File: src/rtl/irq_pend_ctrl.sv
// Pending-interrupt capture and fixed-priority presentation (bit 7 highest, no preemption).
// Optional macro IRQ_MASK_EN adds a per-bit mask port that gates presentation only.
module irq_pend_ctrl #(
    parameter int unsigned EDGE_DET = 1
) (
    input  logic       clk,
    input  logic       rst,
    input  logic       EN,
    input  logic [7:0] Din,
`ifdef IRQ_MASK_EN
    input  logic [7:0] mask,
`endif
    input  logic       ack,
    output logic [2:0] Y,
    output logic       valid,
    output logic [7:0] pending,
    output logic       overflow
);

    typedef enum logic {StIdle, StPresent} state_e;

    state_e     state_q, state_d;
    logic [7:0] din_q, pending_q, pending_d;
    logic [2:0] y_q, y_d;
    logic       valid_q, valid_d;
    logic       overflow_q, overflow_d;
    logic [7:0] cap, set, clr, elig;

    always_comb begin
        cap = (EDGE_DET != 0) ? (Din & ~din_q) : Din;
        set = cap & {8{EN}};
    end

`ifdef IRQ_MASK_EN
    assign elig = pending_q & mask;
`else
    assign elig = pending_q;
`endif

    always_comb begin
        state_d = state_q;
        y_d     = y_q;
        valid_d = valid_q;
        clr     = 8'h00;
        unique case (state_q)
            StIdle: begin
                valid_d = 1'b0;
                y_d     = 3'b000;
                if (elig != 8'h00) begin
                    // Ascending scan: the last hit is the highest set index.
                    for (int i = 0; i < 8; i++) begin
                        if (elig[i]) y_d = 3'(i);
                    end
                    valid_d = 1'b1;
                    state_d = StPresent;
                end
            end
            StPresent: begin
                if (ack) begin
                    clr       = 8'h00;
                    clr[y_q]  = 1'b1;
                    valid_d   = 1'b0;
                    y_d       = 3'b000;
                    state_d   = StIdle;
                end
            end
            default: state_d = StIdle;
        endcase
    end

    // Set wins over clear; a capture on a bit being cleared this cycle is not a loss.
    always_comb begin
        pending_d  = (pending_q & ~clr) | set;
        overflow_d = |(set & pending_q & ~clr);
    end

    always_ff @(posedge clk) begin
        if (rst) begin
            state_q    <= StIdle;
            din_q      <= 8'hFF;
            pending_q  <= 8'h00;
            y_q        <= 3'b000;
            valid_q    <= 1'b0;
            overflow_q <= 1'b0;
        end else begin
            state_q    <= state_d;
            din_q      <= Din;
            pending_q  <= pending_d;
            y_q        <= y_d;
            valid_q    <= valid_d;
            overflow_q <= overflow_d;
        end
    end

    assign Y        = y_q;
    assign valid    = valid_q;
    assign pending  = pending_q;
    assign overflow = overflow_q;

endmodule

File: config.mk
export PLATFORM = sky130hd
export DESIGN_NAME = irq_pend_ctrl
export DESIGN_NICKNAME = d
export VERILOG_FILES = /design/src/rtl/irq_pend_ctrl.sv
export SDC_FILE = /design/constraint.sdc
export NUM_CORES = 1
export LEC_CHECK = 0
export BUFFER_PORTS_ARGS = -buffer_cell sky130_fd_sc_hd__buf_2
export CORE_UTILIZATION = 53
export DETAILED_ROUTE_END_ITERATION = 8
export PLACE_DENSITY = 0.81
export RECOVER_POWER = 100
export SLEW_MARGIN = 20
export SYNTH_ARGS = -nofsm -noshare
export SYNTH_HDL_FRONTEND = slang
export SYNTH_SLANG_ARGS = --single-unit
File: constraint.sdc
create_clock -name clk -period 2.3 [get_ports clk]
set_input_delay 0.115 -clock clk [delete_from_list [all_inputs] [get_ports clk]]
set_output_delay 0.115 -clock clk [all_outputs]
set_load 0.02 [all_outputs]
==> flow_summary_export.csv <==
group,metric,value,unit
place,gpl.final_weighted_congestion,0.819,
grt,grt_pass1_vias,771,
route,drcViolationCount,0,
worst_setup_path,worstSetupStartpointType,"flop",
floorplan,initial_utilization,0.584,
route,initialDrtViolationCount,43,
power,swShare,0.277,
worst_setup_path,critical_path.top_delay_family,"compound AO/OA/AOI/OAI gates",
sta,final.setup_skew,0.00981,ns
power,vdd_drop_max,0.000409,V
route,vias,856,
route,wl_per_cell,14.7,um
sta,slew_headroom,0.487,
clocking,ctsResizeCount,0,
floorplan,chipWidth,43.2,um
clocking,clock_pin_slew_on_the_worst_setup_and_hold_paths,0.12,ns
min_path,hold_path_class,"primary input to flop",
sta,timing.final.max_slew_violations,0,
flow_run,cap_violations,0,
final_layout,area_growth,14.0,%
clocking,tritoncts,"built",
power,power_report.internal_total,498,uW
worst_setup_path,cpPeakStageDelay,0.50,ns
worst_setup_path,cell_with_the_biggest_individual_delay_on_the_critical_path,"dfxtp_1",
worst_setup_path,kind_of_end_point_of_the_critical_path,"flop",
sta,period_share,0.761,
floorplan,fp.dieArea,1870,sq um
grt,grtUsageTotal,0.240,
final_layout,fin_util,0.666,
clocking,cts-hold-fix-buffers,0,
clocking,cts-root-to-sink-buffers,2,
power,power,689,uW
place,place_ws,0.659,ns
clocking,cts-root-buf,"clkbuf_4",
grt,grt_first_pass_wirelength,3310,um
place,place.port_buffers,24,
sta,worst-slew-pin-transition,0.770,ns
clocking,post-cts-setup-buffer-count,0,
route,detail_route.vias_per_cell,6.07,
route,dr.pass1.iters,4,
floorplan,rows,14,
sta,grt_setup_unrepaired,"false",
power,pwr-share-seq,0.617,
power,p_comb_frac,0.137,
final_layout,finish.net_count,139,
final_layout,final_layout_size_suffix_gt1_frac,0.112,
synth,ys_types,26,
sta,setup_tns,0,ns
clocking,maximum_level_of_the_cts_h_tree,1,
grt,antenna_found_initial,0,
synth,cell_count_after_synthesis,101,
place,place_area,1030,sq um
power,power_leakage,0.382,nW
place,dpl.hpwl,1550,um
grt,grt_max_degree,20,
route,totalWireLength,2070,um
sta,timing.final.crit_period,1.75,ns
synth,syn-num-nets,113,
floorplan,die_height,43.2,um
power,pwr-share-clk,0.246,
synth,synth_area_per_cell,8.91,sq um
clocking,clock_insertion_delay_worst_skew,0.30,ns
clocking,cts_buffers,3,
worst_setup_path,cp_cell_sequence,"clkinv_1 -> o41ai_1 -> o32ai_1 -> o311a_1",
worst_setup_path,cp_data_arrival_time,1.94,ns
final_layout,antenna_cells_inserted,0,
worst_setup_path,crit_path_max_fanout,7,
worst_setup_path,timing.setup.critical_path_class,"flop to flop",
grt,grt-ovfl-total,0,
sta,finalHoldViolCount,0,
sta,fin_ws,0.551,ns
power,pwr_density_cell,672,nW/um^2
outcome,run_status,"completed",
synth,yosys_warnings,0,
synth,synth_sequential_area_ratio,0.490,
floorplan,placeable_area,1540,sq um
synth,ys_seq_elements,22,
sta,setup_viol_count_final,0,
route,postRouteAntennaNets,0,
floorplan,floorplan.io_pins,25,
worst_setup_path,worstPathRequired,2.49,ns
synth,synth_area,900,sq um
final_layout,stdcell_area,1030,sq um
power,power_switching,191,uW
clocking,clock_sinks,22,
worst_setup_path,worstPathBufferInverterCount,1,
sta,maxClockFrequency,572,MHz
worst_setup_path,rrSetupSlack,0.55,ns
-- per-stage QoR --
| stage | instances | hold WS, ns |
|---|---|---|
| global placement | 138 | 0.318 |
| CTS | 141 | 0.0130 |
| finish | 141 | 0.00994 |
| detailed placement | 138 | 0.329 |
| floorplan | 101 | 0.212 |
| global route | 141 | 0.00834 |
-- final cells by class --
class,count,area [sq um]
flip-flops and latches,22,440
multi-input cells,66,403
inverters,10,37.5
clock buffers,3,22.5
repair buffers,24,103
well taps,16,20.0
fillers,141,515
-- path summary, 6_finish.rpt --
check                   to   start  depth (start not counted)
setup / recovery  overflow    Y[1]                          4
hold / removal    din_q[4]  Din[4]                          2
setup reg to reg  overflow    Y[1]                          4
hold reg to reg      valid   valid                          2
-- layout by cell type (no fill, tap or decap) --
cell type / Yosys / final
a21oi_1: 15 / 15
a31oi_1: 1 / 1
buf_2: 0 / 10
clkbuf_1: 3 / 14
clkbuf_4: 0 / 3
clkinv_1: 0 / 1
dfxtp_1: 22 / 22
inv_1: 9 / 9
nand2_1: 5 / 6
nand2b_1: 4 / 4
nand3_1: 1 / 2
nand3b_1: 8 / 8
nor2_1: 6 / 6
nor2b_1: 1 / 1
nor4_1: 1 / 1
o21ai_0: 3 / 3
o21bai_1: 1 / 1
o311a_1: 1 / 1
o311ai_1: 1 / 1
o31ai_1: 4 / 4
o31ai_2: 1 / 1
o32a_1: 1 / 1
o32ai_1: 2 / 2
o41ai_1: 2 / 2
or2_1: 5 / 5
or3b_1: 1 / 1
-- power by group through the flow --
stage / clock network (mW) / logic, mW / registers (mW)
5_1_grt: 0.189 / 0.104 / 0.428
4_1_cts: 0.172 / 0.0977 / 0.425
2_1_floorplan: 0 / 0.0493 / 0.442
3_5_place_dp: 0 / 0.0975 / 0.434
3_3_place_gp: 0 / 0.0938 / 0.432
6_report: 0.170 / 0.0943 / 0.425
-- registers in the layout (all words and copies together) (netlist names) --
| signal | cells |
|---|---|
| overflow | 1 |
| pending | 8 |
| din_q | 8 |
| state_q | 1 |
| Y | 3 |
| valid | 1 |
-- synthesized netlist by cell type --
library cell | instances | area [sq um]
or3b_1 | 1 | 8.76
nor4_1 | 1 | 6.26
nand3_1 | 1 | 5.00
nand2b_1 | 4 | 25.0
o32a_1 | 1 | 10.0
dfxtp_1 | 22 | 440
o311ai_1 | 1 | 8.76
a21oi_1 | 15 | 75.1
a31oi_1 | 1 | 6.26
clkbuf_1 | 3 | 11.3
inv_1 | 9 | 33.8
o32ai_1 | 2 | 17.5
nor2_1 | 6 | 22.5
o41ai_1 | 2 | 17.5
o311a_1 | 1 | 10.0
nand2_1 | 5 | 18.8
inv_2 | 1 | 3.75
nand3b_1 | 8 | 60.1
o31ai_1 | 4 | 30.0
o31ai_2 | 1 | 12.5
or2_1 | 5 | 31.3
nand3_2 | 1 | 10.0
nor2b_1 | 1 | 6.26
o21bai_1 | 1 | 7.51
o21ai_0 | 3 | 15.0
nand2_2 | 1 | 6.26
-- metal layers --
| layer | track usage | part of all wire | wire [um] |
|---|---|---|---|
| met4 | 0.0909 | 0.013 | 27 |
| met3 | 0.0638 | 0.069 | 144 |
| met1 | 0.282 | 0.41 | 849 |
| met2 | 0.412 | 0.51 | 1050 |
| met5 | 0 | 0 | 0 |
-- cell families after synthesis --
kind of cell / count (synthesis) / synth area share
AND/OR/NAND/NOR: 34 / 0.223
buffers and inverters: 13 / 0.0542
flip-flops: 22 / 0.490
AO/OA/AOI/OAI: 32 / 0.234
No activity file was read; power rests on OpenSTA's default activity.
